**src/rtl/hilo_pkg.sv**
```systemverilog
// HI/LO sequencer shared types.
// Op and state encodings plus defaults.
package hilo_pkg;

  typedef enum logic [1:0] {
    OP_MULT = 2'b00,
    OP_DIV  = 2'b01,
    OP_MTHI = 2'b10,
    OP_MTLO = 2'b11
  } op_e;

  typedef enum logic [1:0] {
    IDLE     = 2'b00,
    RUN_MULT = 2'b01,
    RUN_DIV  = 2'b10
  } state_e;

  localparam int TIMEOUT_DEF = 40;
  localparam int CNT_W_DEF   = 6;

endpackage

```
**src/rtl/hilo_seq.sv**
```systemverilog
// HI/LO sequencer: launches mul/div units,
// commits results, handles MTHI/MTLO.
module hilo_seq
  import hilo_pkg::*;
#(
  parameter int TIMEOUT = TIMEOUT_DEF,
  parameter int CNT_W   = CNT_W_DEF
) (
  input  logic        clock,
  input  logic        reset,
  input  logic        start,
  input  logic [1:0]  op,
  input  logic [31:0] rs_val,
  input  logic [31:0] rt_val,
  output logic        mult_start,
  output logic        div_start,
  output logic [31:0] opnd_a,
  output logic [31:0] opnd_b,
  input  logic        mult_done,
  input  logic [31:0] mult_hi,
  input  logic [31:0] mult_lo,
  input  logic        div_done,
  input  logic [31:0] div_rem,
  input  logic [31:0] div_quo,
  output logic [31:0] hi,
  output logic [31:0] lo,
  output logic        busy,
  output logic        done,
  output logic        div_zero,
  output logic        timeout
);

  localparam logic [CNT_W-1:0] CNT_LAST =
    CNT_W'(TIMEOUT - 1);

  state_e           state;
  logic [CNT_W-1:0] cnt;
  op_e              op_q;

  assign op_q = op_e'(op);

  // FSM, counter, HI/LO and all pulse outputs
  always_ff @(posedge clock or posedge reset) begin
    if (reset) begin
      state      <= IDLE;
      cnt        <= '0;
      mult_start <= 1'b0;
      div_start  <= 1'b0;
      opnd_a     <= '0;
      opnd_b     <= '0;
      hi         <= '0;
      lo         <= '0;
      busy       <= 1'b0;
      done       <= 1'b0;
      div_zero   <= 1'b0;
      timeout    <= 1'b0;
    end else begin
      mult_start <= 1'b0;
      div_start  <= 1'b0;
      done       <= 1'b0;
      div_zero   <= 1'b0;
      timeout    <= 1'b0;
      unique case (state)
        IDLE: begin
          if (start) begin
            unique case (op_q)
              OP_MTHI: begin
                hi   <= rs_val;
                done <= 1'b1;
              end
              OP_MTLO: begin
                lo   <= rs_val;
                done <= 1'b1;
              end
              OP_MULT: begin
                opnd_a     <= rs_val;
                opnd_b     <= rt_val;
                mult_start <= 1'b1;
                busy       <= 1'b1;
                cnt        <= '0;
                state      <= RUN_MULT;
              end
              OP_DIV: begin
                if (rt_val == '0) begin
                  div_zero <= 1'b1;
                  done     <= 1'b1;
                end else begin
                  opnd_a    <= rs_val;
                  opnd_b    <= rt_val;
                  div_start <= 1'b1;
                  busy      <= 1'b1;
                  cnt       <= '0;
                  state     <= RUN_DIV;
                end
              end
            endcase
          end
        end
        RUN_MULT: begin
          cnt <= cnt + 1'b1;
          if (mult_done) begin
            hi    <= mult_hi;
            lo    <= mult_lo;
            busy  <= 1'b0;
            done  <= 1'b1;
            state <= IDLE;
          end else if (cnt == CNT_LAST) begin
            busy    <= 1'b0;
            timeout <= 1'b1;
            state   <= IDLE;
          end
        end
        RUN_DIV: begin
          cnt <= cnt + 1'b1;
          if (div_done) begin
            hi    <= div_rem;
            lo    <= div_quo;
            busy  <= 1'b0;
            done  <= 1'b1;
            state <= IDLE;
          end else if (cnt == CNT_LAST) begin
            busy    <= 1'b0;
            timeout <= 1'b1;
            state   <= IDLE;
          end
        end
        default: begin
          busy  <= 1'b0;
          state <= IDLE;
        end
      endcase
    end
  end

endmodule

```
**config.mk**
```make
export PLATFORM = sky130hd
export DESIGN_NAME = hilo_seq
export DESIGN_NICKNAME = d
export VERILOG_FILES = /design/src/rtl/hilo_pkg.sv /design/src/rtl/hilo_seq.sv
export SDC_FILE = /design/constraint.sdc
export NUM_CORES = 1
export LEC_CHECK = 0
export CAP_MARGIN = 20
export CORE_MARGIN = 1
export CORE_UTILIZATION = 37
export DETAILED_ROUTE_END_ITERATION = 16
export GPL_ROUTABILITY_DRIVEN = 0
export GPL_TIMING_DRIVEN = 0
export PLACE_DENSITY = 0.79
export SLEW_MARGIN = 40
export SYNTH_ARGS = -nofsm -noshare
export SYNTH_HDL_FRONTEND = slang
export SYNTH_SLANG_ARGS = --single-unit
```
**constraint.sdc**
```tcl
create_clock -name clock -period 4.5 [get_ports clock]
set_input_delay 0.45 -clock clock [delete_from_list [all_inputs] [get_ports clock]]
set_output_delay 0.45 -clock clock [all_outputs]
set_load 0.01 [all_outputs]
```
==> results of run 1 <==
==> registers in the layout, indices dropped and copies added, names as in the netlist, 2 cells and up <==
signal / count
hi: 32
lo: 32
opnd_a: 32
opnd_b: 32
cnt: 6
state: 2
==> through the flow <==
stage	total power [mW]	setup TNS, ps	hold WS [ps]	cell area (um^2)
after floorplan	4.02	0	487	6850
after global placement	5.90	-267360	458	10500
after detailed placement	5.99	0	465	10500
after CTS	7.62	0	368	11200
after global routing	7.99	0	382	11200
final	7.57	0	375	11200
==> metal layers <==
metal	GRT usage [%]	vias to the layer above
li1	-	2851
met1	33.9	3025
met2	44.3	274
met3	6.86	32
met4	7.87	0
met5	0	-
==> area by class of cell <==
cell class	count	share of cell area, %
clock inverter	13	2.09
timing repair buffer	334	30.2
inverter	7	0.302
tap	229	2.56
multi-input combinational	365	27.0
buffer	47	2.18
sequential	142	31.8
clock buffer	18	3.84
==> power by group through the flow <==
stage	clock, mW	combinational [mW]	sequential (mW)
after detailed placement	0	3.78	2.21
final	1.60	3.77	2.20
after CTS	1.63	3.79	2.20
after floorplan	0	1.56	2.46
after global routing	1.69	4.03	2.28
after global placement	0	3.71	2.19
==> how the worst max path moves through the flow <==
stage,start,end,slack [ps],cells past startpoint
CTS,state[0],lo[19],1660,9
global route,state[0],lo[19],1480,9
global placement,reset,opnd_a[26],-1900,2
floorplan,reset,busy,240,1
finish,state[0],lo[19],1750,9
detailed placement,rt_val[30],opnd_a[20],1440,7
==> cells by family (layout without fill, tap and decap cells) <==
group                      count (synthesis)  after routing
muxes                                     64             64
AOI/OAI and AO/OA                        216            216
DFF                                      142            142
and+or+nand+nor                           80             80
adders and majority gates                  5              5
buffers and inverters                     54            419
==> layout by cell type, fill, tap and decap left out, drive strengths merged <==
master / count
clkbuf: 56
or4b: 1
clkdlybuf4s50: 332
clkinv: 4
nand2b: 5
and2: 1
o31ai: 2
mux2: 64
a21oi: 2
nand3: 3
a211o: 1
buf: 11
nor4: 9
nand3b: 4
nand2: 6
o211ai: 1
a32oi: 1
inv: 10
nor2b: 3
a211oi: 65
nand4: 3
o22ai: 4
nor3: 2
bufinv: 6
and3: 4
ha: 5
or2: 2
o21bai: 1
nor3b: 1
dfrtp: 142
nand4b: 1
a22oi: 65
a21o: 66
nor2: 35
o21ai: 8
==> flow_metrics.env, run 1 <==
export IMPL_power_switching_mw=2.63
export IMPL_fmax_ghz=0.363
export IMPL_multi_input_area_mm2=0.00302
export IMPL_die_area_mm2=0.0190
export IMPL_hpwl_mm=18.6
export IMPL_grt_pass1_wl_mm=39.0
export IMPL_worst_pin_slew_ps=755
export IMPL_drt_iter0_drc=312
export IMPL_reg2regPathDepth=9
export IMPL_met1_length_mm=10.3
export IMPL_syn_avg_cell_area_um2=12.2
export IMPL_port_buffers=332
export IMPL_grt_max_degree=63
export IMPL_powerDensity_mw_per_mm2=677
export IMPL_ctsHoldBuffers=0
export IMPL_ys_seq_area_share_pct=51.9
export IMPL_rrSetupSlack_ps=1750
export IMPL_pwr_share_clk_pct=21.1
export IMPL_area_growth_pct=63.3
export IMPL_drc=0
export IMPL_synth_xor_area_share_pct=0
export IMPL_p_seq_share_pct=29.1
export IMPL_cts_resized=0
export IMPL_crit_type="register to register"
export IMPL_r2r_end="lo[19]"
export IMPL_drv_cap=0
export IMPL_synthesis_nets=765
export IMPL_synth_most_common_cell="dfrtp_1"
export IMPL_post_cts_setup_buffers=0
export IMPL_pwr_share_comb_pct=49.8
export IMPL_endpoint_kind="register"
export IMPL_status="complete, no violations"
export IMPL_synth_simple_gate_area_share_pct=5.96
export IMPL_detail_route_antenna_nets=0
export IMPL_final_cells=1155
export IMPL_dp_slack_ps=1440
export IMPL_wl_met2_mm=12.1
export IMPL_rr_startpoint="state[0]"
export IMPL_crit_fanout=10
export IMPL_drive_gt1_share_pct=11.7
export IMPL_start_util_pct=38.0
export IMPL_placedCellCount=1124
export IMPL_yosysUniqueCellTypes=37
export IMPL_slew_viol_final=0
export IMPL_synth_edf_count=0
export IMPL_hold_viol=0
export IMPL_critPathBufInv=4
export IMPL_finClkSkew_ps=9.87
export IMPL_ys_async_sr_fraction_pct=100
export IMPL_io_pins=333
export IMPL_critPathArrivalTime_ps=3060
export IMPL_synth_top_family_by_area="compound AO/OA/AOI/OAI gates"
export IMPL_yosysTopAreaCellShare_pct=51.9
export IMPL_detail_route_wirelength_mm=24.6
export IMPL_grt_usage_pct=26.6
export IMPL_ir_worst_vdd_uv=356
export IMPL_drtPass1Iterations=7
export IMPL_cp_cell_sequence="inv_1 -> ha_1 -> clkbuf_1 -> nand2b_1 -> a21o_1 -> clkbuf_1 -> clkbuf_1 -> a211oi_1 -> a21o_1"
export IMPL_yosysWarnings=0
export IMPL_ys_seq_elements=142
export IMPL_num_vias=6182
export IMPL_ys_dominant_reg_cell="dfrtp_1"
export IMPL_crit_path_top_delay_cell="clkbuf_1"
export IMPL_yosysTopAreaCell="dfrtp_1"
export IMPL_cp_common_cell="clkbuf_1"
export IMPL_setup_ws_ps=1750
export IMPL_grt_remaining_overflow=0
export IMPL_synth_compound_area_share_pct=23.5
export IMPL_num_antenna_cells=0
export IMPL_highest_layer="met4"
export IMPL_grt_pass1_vias=6696
export IMPL_cp_start_kind="register"
export IMPL_crit_family="buffers and inverters"
export IMPL_die_x_um=138
export IMPL_regArea_mm2=0.00355
export IMPL_relSlewSlack_pct=49.7
export IMPL_min_period_over_period_pct=61.2
export IMPL_syn_instance_count=561
export IMPL_cts_sinks=142
export IMPL_ys_top_cells_by_count="dfrtp_1, a21o_1, a211oi_1, a22oi_1, mux2_4"
export IMPL_swShare_pct=34.7
export IMPL_root_buffer="clkbuf_16"
export IMPL_rsz0062_at_grt="false"
export IMPL_synth_fa_ha_area_share_pct=0.914
export IMPL_post_route_min_period_ps=2750
export IMPL_layout_nets=1118
export IMPL_final_fill_count=1497
export IMPL_viasPerCell=5.35
export IMPL_clk_latency_ps=410
export IMPL_core_mm2=0.0180
export IMPL_clk_pin_slew_worst_paths_ps=60
export IMPL_slowest_delay_ps=590
export IMPL_cts_tree="built"
export IMPL_netlist_area_mm2=0.00685
export IMPL_worstHoldPathType="primary input to async pin"
export IMPL_numCtsBuffers=17
export IMPL_clockBufferDepth=2
export IMPL_setup_viol=0
export IMPL_fin_util_pct=62.0
export IMPL_antenna_found_initial=0
export IMPL_met3WireLength_mm=1.68
export IMPL_avgRoutedWirePerCell_um=21.3
export IMPL_htree_levels=4
export IMPL_intPower_mw=4.94
export IMPL_p_leak_nw=4.98
export IMPL_rows=49
export IMPL_synthTopCellsByArea="dfrtp_1, mux2_4, a21o_1, a211oi_1, a22oi_1"
export IMPL_fp_dieH_um=138
export IMPL_worstPathRequired_ps=4810
export IMPL_muxShareOfSynthArea_pct=13.8
No activity file was read; power rests on OpenSTA's default activity.
==> run 2: changes to the inputs <==
--- a/config.mk
+++ b/config.mk
@@ -7,11 +7,11 @@
 export LEC_CHECK = 0
 export CAP_MARGIN = 20
 export CORE_MARGIN = 1
-export CORE_UTILIZATION = 37
+export CORE_UTILIZATION = 41
 export DETAILED_ROUTE_END_ITERATION = 16
 export GPL_ROUTABILITY_DRIVEN = 0
 export GPL_TIMING_DRIVEN = 0
-export PLACE_DENSITY = 0.79
+export PLACE_DENSITY = 0.83
 export SLEW_MARGIN = 40
 export SYNTH_ARGS = -nofsm -noshare
 export SYNTH_HDL_FRONTEND = slang
==> constraint.sdc (replaced) <==
create_clock -name clock -period 2.6 [get_ports clock]
set_input_delay 0.26 -clock clock [delete_from_list [all_inputs] [get_ports clock]]
set_output_delay 0.26 -clock clock [all_outputs]
set_load 0.01 [all_outputs]
==> flow_metrics.env, run 2 (synthesis gave the netlist of run 1 again) <==
export IMPL_status="complete, no violations"
export IMPL_cp_cell_sequence="clkdlybuf4s50_1 -> nor4_1 -> nand4_1 -> or2_4 -> o21ai_4 -> buf_8 -> mux2_4"
export IMPL_final_common_cell="clkdlybuf4s50_1"
export IMPL_detail_route_wirelength_mm=25.7
export IMPL_crit_path_top_delay_cell="o21ai_4"
export IMPL_rrSetupSlack_ps=180
export IMPL_grt_usage_pct=30.1
export IMPL_io_pins=333
export IMPL_viasPerCell=5.58
export IMPL_cts_sinks=142
export IMPL_worstHoldPathType="primary input to async pin"
export IMPL_placed_cell_area_mm2=0.0106
export IMPL_drv_cap=0
export IMPL_rsz0062_at_grt="false"
export IMPL_die_x_um=131
export IMPL_start_util_pct=42.5
export IMPL_hpwl_mm=19.2
export IMPL_totalPowerFinal_mw=13.2
export IMPL_layout_nets=1120
export IMPL_cts_tree="built"
export IMPL_root_buffer="clkbuf_16"
export IMPL_slew_viol_final=0
export IMPL_area_growth_pct=64.5
export IMPL_min_period_over_period_pct=94.6
export IMPL_reg2regPathDepth=8
export IMPL_clk_pin_slew_worst_paths_ps=60
export IMPL_ctsHoldBuffers=0
export IMPL_drt_iter0_drc=441
export IMPL_rows=46
export IMPL_port_buffers=332
export IMPL_placedCellCount=1115
export IMPL_numCtsBuffers=17
export IMPL_crit_type="primary input to register"
export IMPL_grt_pass1_wl_mm=39.0
export IMPL_relSlewSlack_pct=44.9
export IMPL_hold_viol=0
export IMPL_crit_fanout=10
export IMPL_slowest_delay_ps=520
export IMPL_p_leak_nw=5.05
export IMPL_final_cell_mix="clkdlybuf4s50_1, dfrtp_1, a21o_1"
export IMPL_final_fill_count=1148
export IMPL_drtPass1Iterations=5
export IMPL_whs_ps=186
export IMPL_clockBufferDepth=2
export IMPL_post_route_min_period_ps=2460
export IMPL_num_antenna_cells=0
export IMPL_post_cts_setup_buffers=0
export IMPL_drive_gt1_share_pct=14.0
export IMPL_die_area_mm2=0.0172
export IMPL_num_vias=6390
export IMPL_grt_max_degree=26
export IMPL_htree_levels=4
export IMPL_worst_pin_slew_ps=820
export IMPL_antenna_found_initial=0
export IMPL_setup_viol=0
export IMPL_powerDensity_mw_per_mm2=1170
export IMPL_fp_dieH_um=131
export IMPL_critPathArrivalTime_ps=2760
export IMPL_grt_remaining_overflow=0
export IMPL_grt_pass1_vias=6632
export IMPL_endpoint_kind="register"
export IMPL_core_mm2=0.0161
export IMPL_worstPathRequired_ps=2900
export IMPL_clk_latency_ps=430
export IMPL_fin_area_mm2=0.0113
export IMPL_fmax_ghz=0.407
export IMPL_ir_worst_vdd_uv=596
export IMPL_drc=0
export IMPL_avgRoutedWirePerCell_um=22.4
export IMPL_cp_start_kind="primary input"
export IMPL_finClkSkew_ps=6.27
export IMPL_detail_route_antenna_nets=0
export IMPL_final_cells=1145
[run 2: cell types whose count changed in the layout (fill, tap and decap cells not counted), moves of 2 or more]
cell        before  now
clkbuf_1        39   23
clkbuf_2         0   13
clkinvlp_4       0    4
buf_1            3    0
buf_2            0    3
buf_12           0    2
buf_16           2    4
inv_6            3    1
[run 2: final cells by class]
type	instances	area [um^2]	share of cell area, %
Clock buffer	18	439	3.90
Sequential cell	142	3550	31.6
Clock inverter	14	214	1.90
Multi-Input combinational cell	365	3020	26.8
Timing Repair Buffer	338	3470	30.9
Tap cell	216	270	2.40
Buffer	45	256	2.28
Inverter	7	30.0	0.267
[run 2: path summary, 6_finish.rpt]
kind                                 start    endpoint
worst max-delay path            rt_val[26]   opnd_b[1]
worst min-delay path                 reset   opnd_a[9]
worst max register to register    state[0]       lo[1]
worst min register to register       lo[8]       lo[8]
max in group asynchronous            reset  opnd_a[29]
min in group clock                   lo[8]       lo[8]
[run 2: per-layer routing]
metal	up-vias	GRT usage [%]	part of all wire (%)
met5	-	0	0
met4	0	14.1	3.8
met3	68	7.06	7.2
met2	345	50.6	50
met1	3127	36.4	39
li1	2850	-	-
[run 2: stage by stage]
step / setup slack, ps / TNS (ps) / utilization [%]
after CTS: 24.5 / 0 / 69.8
after global placement: -729 / -117760 / 64.8
after global routing: 10.7 / 0 / 69.9
after floorplan: 563 / 0 / -
final: 141 / 0 / 69.9
after detailed placement: -276 / -19620 / 65.7
[run 2: repair_timing]
item	CTS	global route
setup endpoints to repair	48	66
resized for setup	8	16
pin swaps	0	0
[run 2: worst max-delay path, delay by kind of cell]
| family | cells | cell delay (ps) |
|---|---|---|
| buffers and inverters | 2 | 690 |
| AO/OA/AOI/OAI | 1 | 520 |
| multiplexers | 1 | 320 |
| AND/OR/NAND/NOR | 3 | 960 |
[run 2: report_power, final]
group / switching [mW] / leakage (nW) / total, mW / internal [mW]
combinational: 3.04 / 2.99 / 6.59 / 3.54
sequential: 0.622 / 1.74 / 3.86 / 3.24
clock: 0.991 / 0.312 / 2.72 / 1.73
total: 4.65 / 5.05 / 13.2 / 8.51
==> run 3: changes to the inputs <==
--- a/config.mk
+++ b/config.mk
@@ -6,12 +6,14 @@
 export NUM_CORES = 1
 export LEC_CHECK = 0
 export CAP_MARGIN = 20
+export CORE_ASPECT_RATIO = 1.25
 export CORE_MARGIN = 1
 export CORE_UTILIZATION = 41
 export DETAILED_ROUTE_END_ITERATION = 16
 export GPL_ROUTABILITY_DRIVEN = 0
 export GPL_TIMING_DRIVEN = 0
 export PLACE_DENSITY = 0.83
+export SETUP_SLACK_MARGIN = 0.4
 export SLEW_MARGIN = 40
 export SYNTH_ARGS = -nofsm -noshare
 export SYNTH_HDL_FRONTEND = slang
==> flow_metrics.env, run 3 (synthesis gave the netlist of run 1 again) <==
export IMPL_cp_cell_sequence="clkdlybuf4s50_1 -> nor4_4 -> nand4_1 -> or2_4 -> o21ai_4 -> buf_12 -> buf_12 -> mux2_4"
export IMPL_post_route_min_period_ps=2150
export IMPL_critPathBufInv=3
export IMPL_relSlewSlack_pct=46.0
export IMPL_area_growth_pct=66.8
export IMPL_detail_route_wirelength_mm=25.9
export IMPL_die_area_mm2=0.0172
export IMPL_cp_start_kind="primary input"
export IMPL_setup_ws_ps=451
export IMPL_hold_viol=0
export IMPL_crit_fanout=10
export IMPL_drc=0
export IMPL_grt_remaining_overflow=0
export IMPL_status="complete, no violations"
export IMPL_crit_family="simple AND/OR/NAND/NOR gates"
export IMPL_final_cell_mix="clkdlybuf4s50_1, dfrtp_1, a21o_1"
export IMPL_start_util_pct=42.1
export IMPL_setup_viol=0
export IMPL_grt_pass1_wl_mm=39.7
export IMPL_io_pins=333
export IMPL_clk_latency_ps=430
export IMPL_htree_levels=4
export IMPL_rows=52
export IMPL_finClkSkew_ps=7.94
export IMPL_endpoint_kind="register"
export IMPL_port_buffers=332
export IMPL_grt_usage_pct=30.4
export IMPL_grt_pass1_vias=6910
export IMPL_worst_pin_slew_ps=804
export IMPL_slew_viol_final=0
export IMPL_placed_cell_area_mm2=0.0106
export IMPL_regArea_mm2=0.00356
export IMPL_clockBufferDepth=2
export IMPL_cts_tree="built"
export IMPL_fp_dieH_um=146
export IMPL_fin_area_mm2=0.0114
export IMPL_hpwl_mm=19.3
export IMPL_grt_max_degree=26
export IMPL_drt_iter0_drc=252
export IMPL_crit_type="primary input to register"
export IMPL_r2r_end="cnt[0]"
export IMPL_dp_slack_ps=-401
export IMPL_detail_route_antenna_nets=0
export IMPL_slowest_delay_ps=470
export IMPL_root_buffer="clkbuf_16"
export IMPL_reg2regPathDepth=7
export IMPL_p_leak_nw=5.15
export IMPL_drive_gt1_share_pct=17.5
export IMPL_fmax_ghz=0.465
export IMPL_min_period_over_period_pct=82.6
export IMPL_cp_common_cell="buf_12"
export IMPL_rrSetupSlack_ps=510
export IMPL_critPathArrivalTime_ps=2460
export IMPL_final_common_cell="clkdlybuf4s50_1"
export IMPL_die_x_um=118
export IMPL_worstHoldPathType="primary input to async pin"
export IMPL_drv_cap=0
export IMPL_viasPerCell=5.65
export IMPL_numCtsBuffers=17
export IMPL_crit_path_top_delay_cell="clkdlybuf4s50_1"
export IMPL_layout_nets=1125
export IMPL_drtPass1Iterations=4
export IMPL_avgRoutedWirePerCell_um=22.5
export IMPL_ir_worst_vdd_uv=589
export IMPL_final_fill_count=1165
export IMPL_num_vias=6508
export IMPL_rsz0062_at_grt="true"
export IMPL_clk_pin_slew_worst_paths_ps=70
export IMPL_core_mm2=0.0163
export IMPL_multi_input_area_mm2=0.00310
export IMPL_rr_startpoint="state[1]"
export IMPL_ctsHoldBuffers=0
export IMPL_cts_sinks=142
export IMPL_antenna_found_initial=1
export IMPL_worstPathRequired_ps=2910
export IMPL_powerDensity_mw_per_mm2=1150
## run 3: cell count changes in the layout (fill, tap and decap cells not counted), sizes merged
cell,previous run,this run
clkinvlp,4,3
clkinv,5,7
buf,15,25
diode,0,1
dlymetal6s2s,0,1
clkbuf,54,50
bufinv,5,3
clkdlybuf4s50,332,331
## run 3: worst reg2reg max path: cells and delay by family (launching register included)
family,cells,cell delay [ps]
buf+inv,2,280
fa+ha+maj,1,150
compound gates,1,120
flops,1,440
simple gates,3,990
## run 3: repair_timing
action                                  4_1_cts  5_1_grt
pin swaps                                     1        3
endpoints found under the setup margin      136      131
gates resized for setup                      43       37
buffers inserted                              3        0
gates cloned                                  0        0
## run 3: stage by stage
step | power, mW | hold WS [ps] | utilization (%) | cells | setup TNS, ps
after CTS | 13.1 | 169 | 69.6 | 1150 | 0
final | 13.2 | 175 | 70.2 | 1151 | 0
after floorplan | 6.96 | 341 | - | 561 | 0
after global routing | 13.8 | 200 | 70.2 | 1151 | 0
after global placement | 10.2 | 458 | 64.2 | 1109 | -138870
after detailed placement | 10.4 | 464 | 65.1 | 1115 | -31500
## run 3: worst max path at each step
stage / start / end / slack (ps) / cells past startpoint
final: rt_val[11] / opnd_a[10] / 450 / 8
after global routing: state[0] / cnt[1] / 380 / 7
after CTS: rt_val[10] / opnd_a[16] / 400 / 8
after detailed placement: rt_val[30] / opnd_a[10] / -400 / 7
after global placement: reset / opnd_a[20] / -740 / 2
after floorplan: reset / busy / 560 / 1
## run 3: metal layers
metal  global-route usage [%]  wire length, um  vias to the layer above
met2                     53.8            13400                      334
li1                         -                -                     2864
met1                     34.1             9780                     3255
met3                     8.52             1900                       55
met5                        0                0                        -
met4                     13.0              767                        0
## run 3: final cells by class
type	count	area share, %
diodes	1	0.0219
plain buffers	47	3.06
clock buffers	19	3.88
clock inverters	13	1.44
inverters	7	0.263
multi-input cells	365	27.2
flip-flops and latches	142	31.1
well taps	216	2.37
repair buffers	341	30.7
## run 3: where the power goes
part           switching (mW)  internal [mW]
sequential              0.623           3.24
combinational            3.12           3.67
clock                   0.975           1.54
total                    4.72           8.45
